--- config.mk ---
export PLATFORM = sky130hd
export DESIGN_NAME = instr_reg
export DESIGN_NICKNAME = d
export VERILOG_FILES = /design/src/rtl/instr_reg_pkg.sv /design/src/rtl/sat_counter.sv /design/src/rtl/instr_reg.sv
export SDC_FILE = /design/constraint.sdc
export NUM_CORES = 1
export LEC_CHECK = 0
export CORE_UTILIZATION = 45
export DETAILED_ROUTE_END_ITERATION = 8
export GPL_TIMING_DRIVEN = 0
export HOLD_SLACK_MARGIN = 0.02
export PLACE_DENSITY = 0.77
export SETUP_SLACK_MARGIN = 0.4
export SLEW_MARGIN = 40
export SYNTH_ARGS = -nofsm -noshare
export SYNTH_HDL_FRONTEND = slang
export SYNTH_SLANG_ARGS = --single-unit
--- constraint.sdc ---
create_clock -name clk -period 3.79 [get_ports clk]
set_input_delay 0.758 -clock clk [delete_from_list [all_inputs] [get_ports clk]]
set_output_delay 0.758 -clock clk [all_outputs]
set_load 0.1 [all_outputs]
--- src/rtl/instr_reg_pkg.sv ---
// Shared definitions for the instruction register and its controller:
// opcode constants and the fetch phase encoding.
package instr_reg_pkg;

    localparam logic [2:0] OP_HLT = 3'b000;
    localparam logic [2:0] OP_SKZ = 3'b001;
    localparam logic [2:0] OP_ADD = 3'b010;
    localparam logic [2:0] OP_AND = 3'b011;
    localparam logic [2:0] OP_XOR = 3'b100;
    localparam logic [2:0] OP_LDA = 3'b101;
    localparam logic [2:0] OP_STO = 3'b110;
    localparam logic [2:0] OP_JMP = 3'b111;

    localparam int IR_W   = 16;
    localparam int ADDR_W = 13;

    // Fetch phase: waiting for the high byte or for the low byte.
    typedef enum logic {
        EXP_HI = 1'b0,
        EXP_LO = 1'b1
    } phase_e;

endpackage

--- src/rtl/sat_counter.sv ---
// Saturating up-counter with synchronous active-low clear.
module sat_counter #(
    parameter int WIDTH = 16
) (
    input  logic             clk,
    input  logic             clr_n,
    input  logic             inc,
    output logic [WIDTH-1:0] count
);

    // Count up on inc, sticking at the all-ones value instead of wrapping.
    always_ff @(posedge clk) begin
        if (!clr_n) begin
            count <= '0;
        end else if (inc && (count != {WIDTH{1'b1}})) begin
            count <= count + 1'b1;
        end
    end

endmodule

--- src/rtl/instr_reg.sv ---
// Two-byte instruction register: captures a high byte then a low byte from
// the memory bus and commits both into IR on the same edge, so opcode and
// address never show a half-fetched instruction.
module instr_reg
    import instr_reg_pkg::*;
#(
    parameter int CNT_W = 16
) (
    input  logic              clk,
    input  logic              rst_n,
    input  logic              ena,
    input  logic              load_ir,
    input  logic [7:0]        data,
    output logic [2:0]        opcode,
    output logic [12:0]       ir_addr,
    output logic [7:0]        op_onehot,
    output logic              ir_valid,
    output logic              fetch_err,
    output logic [CNT_W-1:0]  instr_cnt
);

    phase_e            phase;
    phase_e            phase_nxt;
    logic [7:0]        staging;
    logic [IR_W-1:0]   ir;

    logic              stage_we;
    logic              staging_clr;
    logic              commit;
    logic              valid_clr;
    logic              err_set;

    // Phase register.
    always_ff @(posedge clk) begin
        if (!rst_n) begin
            phase <= EXP_HI;
        end else begin
            phase <= phase_nxt;
        end
    end

    // Next phase and datapath strobes; ena dominates load_ir.
    always_comb begin
        phase_nxt   = phase;
        stage_we    = 1'b0;
        staging_clr = 1'b0;
        commit      = 1'b0;
        valid_clr   = 1'b0;
        err_set     = 1'b0;
        if (!ena) begin
            phase_nxt   = EXP_HI;
            staging_clr = 1'b1;
            valid_clr   = 1'b1;
        end else begin
            unique case (phase)
                EXP_HI: begin
                    if (load_ir) begin
                        stage_we  = 1'b1;
                        valid_clr = 1'b1;
                        phase_nxt = EXP_LO;
                    end
                end
                EXP_LO: begin
                    phase_nxt = EXP_HI;
                    if (load_ir) begin
                        commit = 1'b1;
                    end else begin
                        // Controller dropped the strobe mid-instruction.
                        err_set     = 1'b1;
                        staging_clr = 1'b1;
                    end
                end
                default: phase_nxt = EXP_HI;
            endcase
        end
    end

    // High-byte staging register.
    always_ff @(posedge clk) begin
        if (!rst_n || staging_clr) begin
            staging <= '0;
        end else if (stage_we) begin
            staging <= data;
        end
    end

    // Instruction register, written only when the low byte completes a fetch.
    always_ff @(posedge clk) begin
        if (!rst_n) begin
            ir <= '0;
        end else if (commit) begin
            ir <= {staging, data};
        end
    end

    // Valid flag: set on commit, cleared when a new fetch starts or run stops.
    always_ff @(posedge clk) begin
        if (!rst_n) begin
            ir_valid <= 1'b0;
        end else if (commit) begin
            ir_valid <= 1'b1;
        end else if (valid_clr) begin
            ir_valid <= 1'b0;
        end
    end

    // Sticky incomplete-fetch flag; only reset clears it.
    always_ff @(posedge clk) begin
        if (!rst_n) begin
            fetch_err <= 1'b0;
        end else if (err_set) begin
            fetch_err <= 1'b1;
        end
    end

    sat_counter #(
        .WIDTH (CNT_W)
    ) u_instr_cnt (
        .clk   (clk),
        .clr_n (rst_n),
        .inc   (commit),
        .count (instr_cnt)
    );

    assign opcode    = ir[IR_W-1 -: 3];
    assign ir_addr   = ir[ADDR_W-1:0];
    assign op_onehot = 8'(1) << opcode;

endmodule

==> qor_table.md, run 1 <==
| Group | Result | Reported |
|:---|:---|:---|
| grt | Maximum number of pins on one net before global-route repair | 14 |
| timing | # setup viols final | 0 |
| cts | Post-CTS clock slew at the launch and capture registers of the worst setup and hold paths | 0.08 ns |
| power and ir drop | Total power divided by cell area | 382.2 nW/um2 |
| setup path | CP max-delay cell | sky130_fd_sc_hd__buf_2 |
| cts | Clock insertion delay at the later pin of the skew report | 0.29 ns |
| placement | Final Wtd Congestion | 0.8481 |
| timing | Clk_skew | 0.005862 ns |
| power and ir drop | Switching part of the total | 22.11% |
| power and ir drop | Overall Power | 885.2 uW |
| grt | Via count of the first global-routing pass | 1,568 |
| setup path | Count of cell instances traversed by the critical path | 3 |
| placement | Worst Setup Slack post-DPL | 1.170 ns |
| logic synthesis | Post-synthesis sequential element count | 43 |
| finish | Ant diodes | 0 |
| power and ir drop | Portion of total power attributed to the clock network | 41.5% |
| timing | Measured slew at the worst slew-check pin | 0.7039 ns |
| route | First DRT Iteration DRCs | 47 |
| setup path | Data required time of the worst path | 3.03 ns |
| finish | Share of layout cells above drive strength 1 | 20.58% |
| finish | Total number of nets in the final design | 289 |
| timing | Number of hold violations in the final report | 0 |
| route | First drt pass iteration count | 4 |
| logic synthesis | Fraction of post-synthesis cell area in the top cell type by area | 47.35% |
| route | Number of design rule violations left after detail routing | 0 |
| die | Core ar. | 3771 um2 |
| power and ir drop | Internal power | 689.5 uW |
| worst hold path | Worst hold-check path type | reg2reg |
| route | Post-detailed-routing wire length | 4.248 mm |
| power and ir drop | Part of the power in combinational logic | 6.6% |
| cts | H-Tree Level Count | 2 |
| job | MaxCap Viol Count | 0 |
| route | Avg Vias per Cell | 5.378 |
| cts | Buffer count from post-CTS setup fixing | 0 |
| timing | Min setup slack post-route | 1.444 ns |
| setup path | Crit-path cells | clkbuf_1 -> nor3b_1 -> buf_2 |
| setup path | Kind of launch point of the worst setup path | flip-flop |
| setup path | Category of cells accounting for the largest share of critical-path delay | buffers and inverters |
| cts | CTS tree | built |
| cts | CTS Hold Bufs | 0 |
| placement | Placed insts | 317 |
| grt | Total grt overflow | 0 |
| grt | Global-route wire length before repair | 7.148 mm |
| cts | Clk root buf | sky130_fd_sc_hd__clkbuf_8 |
| setup path | Buffers & Inverters on Critical Path | 2 |
| logic synthesis | Yosys warns | 0 |
| finish | Area growth syn-to-layout | 27.39% |
| cts | Quantity of gates resized following cts | 0 |
| setup path | Maximum net fanout on the critical path | 9 |
| cts | Maximum clock insertion buffer count | 2 |
| die | I/O pin count | 54 |
| logic synthesis | Mean instance size in the synthesized netlist | 8.417 um2 |
| setup path | Critical Setup Path Class | reg2out |
| logic synthesis | Post-synth top area cell | sky130_fd_sc_hd__dfxtp_1 |
| logic synthesis | FFs w/ async S/R, synth | 0% |
| power and ir drop | Largest voltage drop on the vdd net | 0.0002313 V |
| die | Die boundary height | 65.56 um |
| status | Status | finished, final reports clean |
| cts | Count of clock tree sinks | 43 |
| logic synthesis | Prevailing post-synth register cell | sky130_fd_sc_hd__dfxtp_1 |
| power and ir drop | Leakage Power | 0.9322 nW |
| timing | RSZ-0062 raised after global routing | false |
| power and ir drop | Net Sw Power | 195.7 uW |
| timing | Post-layout min period | 2.346 ns |
| logic synthesis | Number of instances in the synthesized netlist | 216 |
| logic synthesis | Number of enable flip-flop cells after synthesis | 0 |
| finish | Summed area of non-filler cells in the final layout | 2316 um2 |
| grt | Initial antenna violation count | 0 |
| logic synthesis | Leading post-synthesis cells by cell area | sky130_fd_sc_hd__dfxtp_1, sky130_fd_sc_hd__nand2_1, sky130_fd_sc_hd__a21oi_1 |
| route | Total number of vias | 1,748 |
| finish | Final instance count without filler cells | 325 |
| route | Wire length per cell after detailed routing | 13.07 um |
| die | Die footprint | 4298 um2 |
| cts | Total clock buffers created by CTS | 5 |
| worst hold path | Hold path depth | 2 |
| placement | Estimated wirelength of the detail-placed design | 3.047 mm |
| power and ir drop | Portion of total power attributed to sequential cells | 51.9% |
| placement | Post-detailed-placement cell area | 2198 um2 |
| logic synthesis | Post-Syn Nets | 229 |
| timing | Worst slew slack as a fraction of its limit | 52.74% |
| logic synthesis | Combined area of all synthesized cells | 1818 um2 |
| timing | Fin crit share | 61.91% |
| setup path | Max stage delay on crit path | 0.46 ns |
| grt | Total routing resource utilization after global routing | 21.94% |
| timing | Hold WS | 0.4529 ns |
| die | Die Span X | 65.56 um |
| die | Initial Util | 48.21% |
| logic synthesis | Library cells used by synthesis | 42 |
| timing | Number of max-slew violations in the final report | 0 |
| route | Remaining antenna violation count | 0 |
| timing | Maximum clock frequency | 0.4262 GHz |
| logic synthesis | Share of synthesized area occupied by flip-flops and latches | 47.35% |
| setup path | Cells on worst reg2reg path | 5 |
| die | Count of standard-cell rows | 22 |
| setup path | Endpoint type of the worst setup path | primary output |
| placement | IO Port Bufs | 53 |
| setup path | Arr. time, crit path | 1.59 ns |
| timing | Final sum of negative setup slack | 0 ns |
| finish | Utilization of the core after routing | 61.41% |
cell usage in the layout (no fill, tap or decap), types with 2 or more instances in the layout:
| cell type | n |
|---|---|
| sky130_fd_sc_hd__inv_1 | 5 |
| sky130_fd_sc_hd__a211oi_1 | 2 |
| sky130_fd_sc_hd__clkbuf_8 | 6 |
| sky130_fd_sc_hd__dfxtp_1 | 43 |
| sky130_fd_sc_hd__a22oi_1 | 8 |
| sky130_fd_sc_hd__a21oi_1 | 24 |
| sky130_fd_sc_hd__o31ai_1 | 2 |
| sky130_fd_sc_hd__a31o_1 | 3 |
| sky130_fd_sc_hd__and2_1 | 2 |
| sky130_fd_sc_hd__or4_1 | 3 |
| sky130_fd_sc_hd__nor2_1 | 17 |
| sky130_fd_sc_hd__nand4_1 | 7 |
| sky130_fd_sc_hd__nand2_1 | 44 |
| sky130_fd_sc_hd__clkdlybuf4s50_1 | 11 |
| sky130_fd_sc_hd__nor3_1 | 2 |
| sky130_fd_sc_hd__and3_1 | 3 |
| sky130_fd_sc_hd__buf_2 | 42 |
| sky130_fd_sc_hd__a31oi_1 | 3 |
| sky130_fd_sc_hd__o21ai_0 | 3 |
| sky130_fd_sc_hd__nand2b_1 | 3 |
| sky130_fd_sc_hd__nor3b_1 | 3 |
| sky130_fd_sc_hd__nand3_1 | 4 |
| sky130_fd_sc_hd__mux2i_1 | 5 |
| sky130_fd_sc_hd__clkbuf_1 | 9 |
flip-flops by register name, indices dropped and copies added, names as in the netlist:
signal / cells
ir_valid: 1
u_instr_cnt.count: 16
staging: 8
phase: 1
fetch_err: 1
ir: 16
tightest hold or removal path, stage by stage (launching register included):
cell and delay, ns:
sky130_fd_sc_hd__dfxtp_1 0.31, sky130_fd_sc_hd__nand2_1 0.05, sky130_fd_sc_hd__a21oi_1 0.05
final timing paths:
| path | endpoint | slack [ns] | startpoint |
|---|---|---|---|
| max | op_onehot[2] | 1.44 | ir[14] |
| min | ir[13] | 0.45 | staging[5] |
| max reg2reg | u_instr_cnt.count[14] | 1.96 | u_instr_cnt.count[0] |
| min reg2reg | ir[13] | 0.45 | staging[5] |
area by class of cell:
cell class / count / area [um2]
buffer: 10 / 45.04
clock buffer: 6 / 82.58
clock inverter: 2 / 35.03
fill: 357 / 1455
inverter: 6 / 22.52
multi-input combinational: 157 / 889.6
sequential: 43 / 860.8
tap: 48 / 60.06
timing repair buffer: 53 / 320.3
layer usage:
metal	part of all wire (%)	global-route usage (%)	wire length [um]	vias up
li1	-	-	-	891
met1	48	28.53	2046	815
met2	47	35.05	2003	40
met3	3.9	5.903	164	2
met4	0.75	7.065	32	0
met5	0	0	0	-
power groups by stage:
| stage | Clock, mW | Sequential [mW] | Combinational, mW |
|---|---|---|---|
| 6_report | 0.368 | 0.459 | 0.0584 |
| 5_1_grt | 0.398 | 0.460 | 0.0630 |
| 4_1_cts | 0.374 | 0.459 | 0.0588 |
| 3_5_place_dp | 0 | 0.470 | 0.0583 |
| 3_3_place_gp | 0 | 0.470 | 0.0603 |
| 2_1_floorplan | 0 | 0.482 | 0.0223 |
synthesized netlist by cell type (4+ instances only):
| master | number |
|---|---|
| sky130_fd_sc_hd__nand2_1 | 44 |
| sky130_fd_sc_hd__dfxtp_1 | 43 |
| sky130_fd_sc_hd__a21oi_1 | 24 |
| sky130_fd_sc_hd__nor2_1 | 17 |
| sky130_fd_sc_hd__clkbuf_1 | 9 |
| sky130_fd_sc_hd__a22oi_1 | 8 |
| sky130_fd_sc_hd__nand4_1 | 7 |
| sky130_fd_sc_hd__inv_1 | 5 |
| sky130_fd_sc_hd__mux2i_1 | 5 |
| sky130_fd_sc_hd__nand3_1 | 4 |
cell families (layout without fill, tap and decap cells):
logic type                 count (synthesis)  count (layout)  synth area share [%]
and+or+nand+nor                           98              98                 26.43
AOI/OAI and AO/OA                         52              52                 18.58
DFF                                       43              43                 47.35
buffers and inverters                     16              77                 3.716
muxes                                      5               5                 2.753
adders and majority gates                  1               1                0.6881
xor gates and xnor gates                   1               1                0.4818
Power figures use the tool's default switching activity.
==> inputs of run 2 (changes only) <==
Clock period 3.79 ns to 2.4 ns, I/O delays scaled along.
==> qor_table.md, run 2 (same netlist as run 1, synthesis figures left out) <==
| Group | Result | Reported |
|:---|:---|:---|
| status | Status | finished, final reports clean |
| setup path | Category of cells accounting for the largest share of critical-path delay | simple AND/OR/NAND/NOR gates |
| finish | Number of inserted filler cells in the final layout | 328 |
| setup path | Kind of launch point of the worst setup path | input pin |
| cts | Clk root buf | sky130_fd_sc_hd__clkbuf_8 |
| finish | Registers with the most flip-flops | ir (16), u_instr_cnt.count (16), staging (8) |
| timing | Post-layout min period | 1.943 ns |
| route | Post-detailed-routing wire length | 4.283 mm |
| finish | Final instance count without filler cells | 325 |
| cts | H-Tree Level Count | 2 |
| setup path | Crit-path cells | clkdlybuf4s50_1 -> and3_2 -> buf_6 -> nand2_2 -> or4_1 -> a21oi_1 |
| cts | Post-CTS clock slew at the launch and capture registers of the worst setup and hold paths | 0.08 ns |
| setup path | Maximum net fanout on the critical path | 10 |
| die | Initial Util | 48.21% |
| power and ir drop | Leakage Power | 0.9759 nW |
| timing | Fin crit share | 80.95% |
| route | Wire length per cell after detailed routing | 13.18 um |
| route | Total number of vias | 1,765 |
| route | Number of design rule violations left after detail routing | 0 |
| route | First drt pass iteration count | 4 |
| placement | Final Wtd Congestion | 0.8310 |
| finish | Total number of nets in the final design | 289 |
| die | Core ar. | 3771 um2 |
| route | Remaining antenna violation count | 0 |
| power and ir drop | Overall Power | 1.282 mW |
| setup path | Arr. time, crit path | 2.15 ns |
| cts | Clock insertion delay at the later pin of the skew report | 0.29 ns |
| setup path | CP max-delay cell | sky130_fd_sc_hd__clkdlybuf4s50_1 |
| finish | Share of layout cells above drive strength 1 | 32.49% |
| die | Count of standard-cell rows | 22 |
| die | Die boundary height | 65.56 um |
| timing | Maximum clock frequency | 0.5147 GHz |
| placement | Estimated wirelength of the detail-placed design | 3.098 mm |
| setup path | Endpoint type of the worst setup path | flip-flop |
| die | I/O pin count | 54 |
| grt | Initial antenna violation count | 0 |
| placement | IO Port Bufs | 53 |
| timing | Measured slew at the worst slew-check pin | 0.7170 ns |
| finish | Ant diodes | 0 |
| die | Die footprint | 4298 um2 |
| die | Die Span X | 65.56 um |
| timing | Number of max-slew violations in the final report | 0 |
| cts | CTS tree | built |
| finish | Area growth syn-to-layout | 34.69% |
| power and ir drop | Largest voltage drop on the vdd net | 0.0004293 V |
| job | MaxCap Viol Count | 0 |
| cts | Buffer count from post-CTS setup fixing | 0 |
| finish | Highest-count cells in the layout ignoring fill and taps | sky130_fd_sc_hd__nand2_1, sky130_fd_sc_hd__buf_2, sky130_fd_sc_hd__a21oi_1, sky130_fd_sc_hd__dfxtp_1 |
| setup path | Critical Setup Path Class | in2reg |
| setup path | Max stage delay on crit path | 0.58 ns |
| setup path | Buffers & Inverters on Critical Path | 2 |
| grt | Total grt overflow | 0 |
| grt | Global-route wire length before repair | 7.148 mm |
| route | Avg Vias per Cell | 5.431 |
| cts | Count of clock tree sinks | 43 |
| timing | Final sum of negative setup slack | 0 ns |
| setup path | Data required time of the worst path | 2.61 ns |
| timing | Clk_skew | 0.007077 ns |
| worst hold path | Worst hold-check path type | reg2reg |
| power and ir drop | Total power divided by cell area | 523.4 nW/um2 |
| finish | Most common library cell in the layout ignoring fill and taps | sky130_fd_sc_hd__nand2_1 |
| cts | Total clock buffers created by CTS | 5 |
| grt | Total routing resource utilization after global routing | 21.78% |
| timing | # setup viols final | 0 |
| grt | Via count of the first global-routing pass | 1,530 |
| placement | Placed insts | 317 |
| cts | Maximum clock insertion buffer count | 2 |
| timing | Worst slew slack as a fraction of its limit | 51.86% |
| route | First DRT Iteration DRCs | 70 |
| timing | RSZ-0062 raised after global routing | false |
| timing | Number of hold violations in the final report | 0 |
| grt | Maximum number of pins on one net before global-route repair | 14 |
[run 2: cell types whose count changed in the layout (fill, tap and decap cells not counted), sizes merged]
cell    before  now
clkbuf      15   16
bufinv       1    0
[run 2: layer usage]
layer	vias to the layer above	GRT usage (%)	wire [um]
met5	-	0	0
met4	0	8.967	47
met3	4	3.646	237
met2	61	32.99	1895
met1	808	30.45	2102
li1	892	-	-
[run 2: final timing paths]
path | endpoint | slack (ns) | depth (start not counted) | startpoint
setup / recovery | u_instr_cnt.count[6] | 0.46 | 6 | load_ir
hold / removal | ir[11] | 0.45 | 2 | ir[11]
hold reg to reg | ir[11] | 0.45 | 2 | ir[11]
setup reg to reg | u_instr_cnt.count[14] | 0.64 | 5 | u_instr_cnt.count[0]
[run 2: worst register-to-register path, cell delays in order (launching register included)]
cell and delay [ns]:
sky130_fd_sc_hd__dfxtp_4 0.37, sky130_fd_sc_hd__ha_1 0.22, sky130_fd_sc_hd__and3_1 0.30, sky130_fd_sc_hd__nand3_2 0.17, sky130_fd_sc_hd__or4_1 0.49, sky130_fd_sc_hd__a21oi_1 0.14
[run 2: layout make-up]
class	instances	area, um2	area share (%)
Multi-Input combinational cell	157	944.7	38.58
Sequential cell	43	897.1	36.64
Timing Repair Buffer	53	320.3	13.08
Buffer	10	112.6	4.599
Clock buffer	7	86.33	3.526
Tap cell	48	60.06	2.453
Inverter	6	22.52	0.9198
Clock inverter	1	5.005	0.2044
[run 2: timing repair]
action                                  CTS  global route
gates resized for setup                   1             5
hold buffers                              0             0
endpoints found under the setup margin   10            11
hold endpoints to repair                  0             0
[run 2: through the flow]
step	setup WS [ns]	hold slack, ns	instance area, um2	utilization [%]
final	0.4572	0.4522	2449	64.93
after global routing	0.4063	0.4776	2449	64.93
after CTS	0.4743	0.4552	2444	64.80
after detailed placement	0.04319	0.4424	2351	62.34
after global placement	0.06125	0.4385	2561	67.92
after floorplan	0.3217	0.4212	1971	-
[run 2: power breakdown]
part	switching, mW	leakage, nW	internal [mW]	total (mW)
combinational	0.0612	0.569	0.0324	0.0936
sequential	0.00501	0.359	0.715	0.720
clock	0.236	0.0482	0.232	0.468
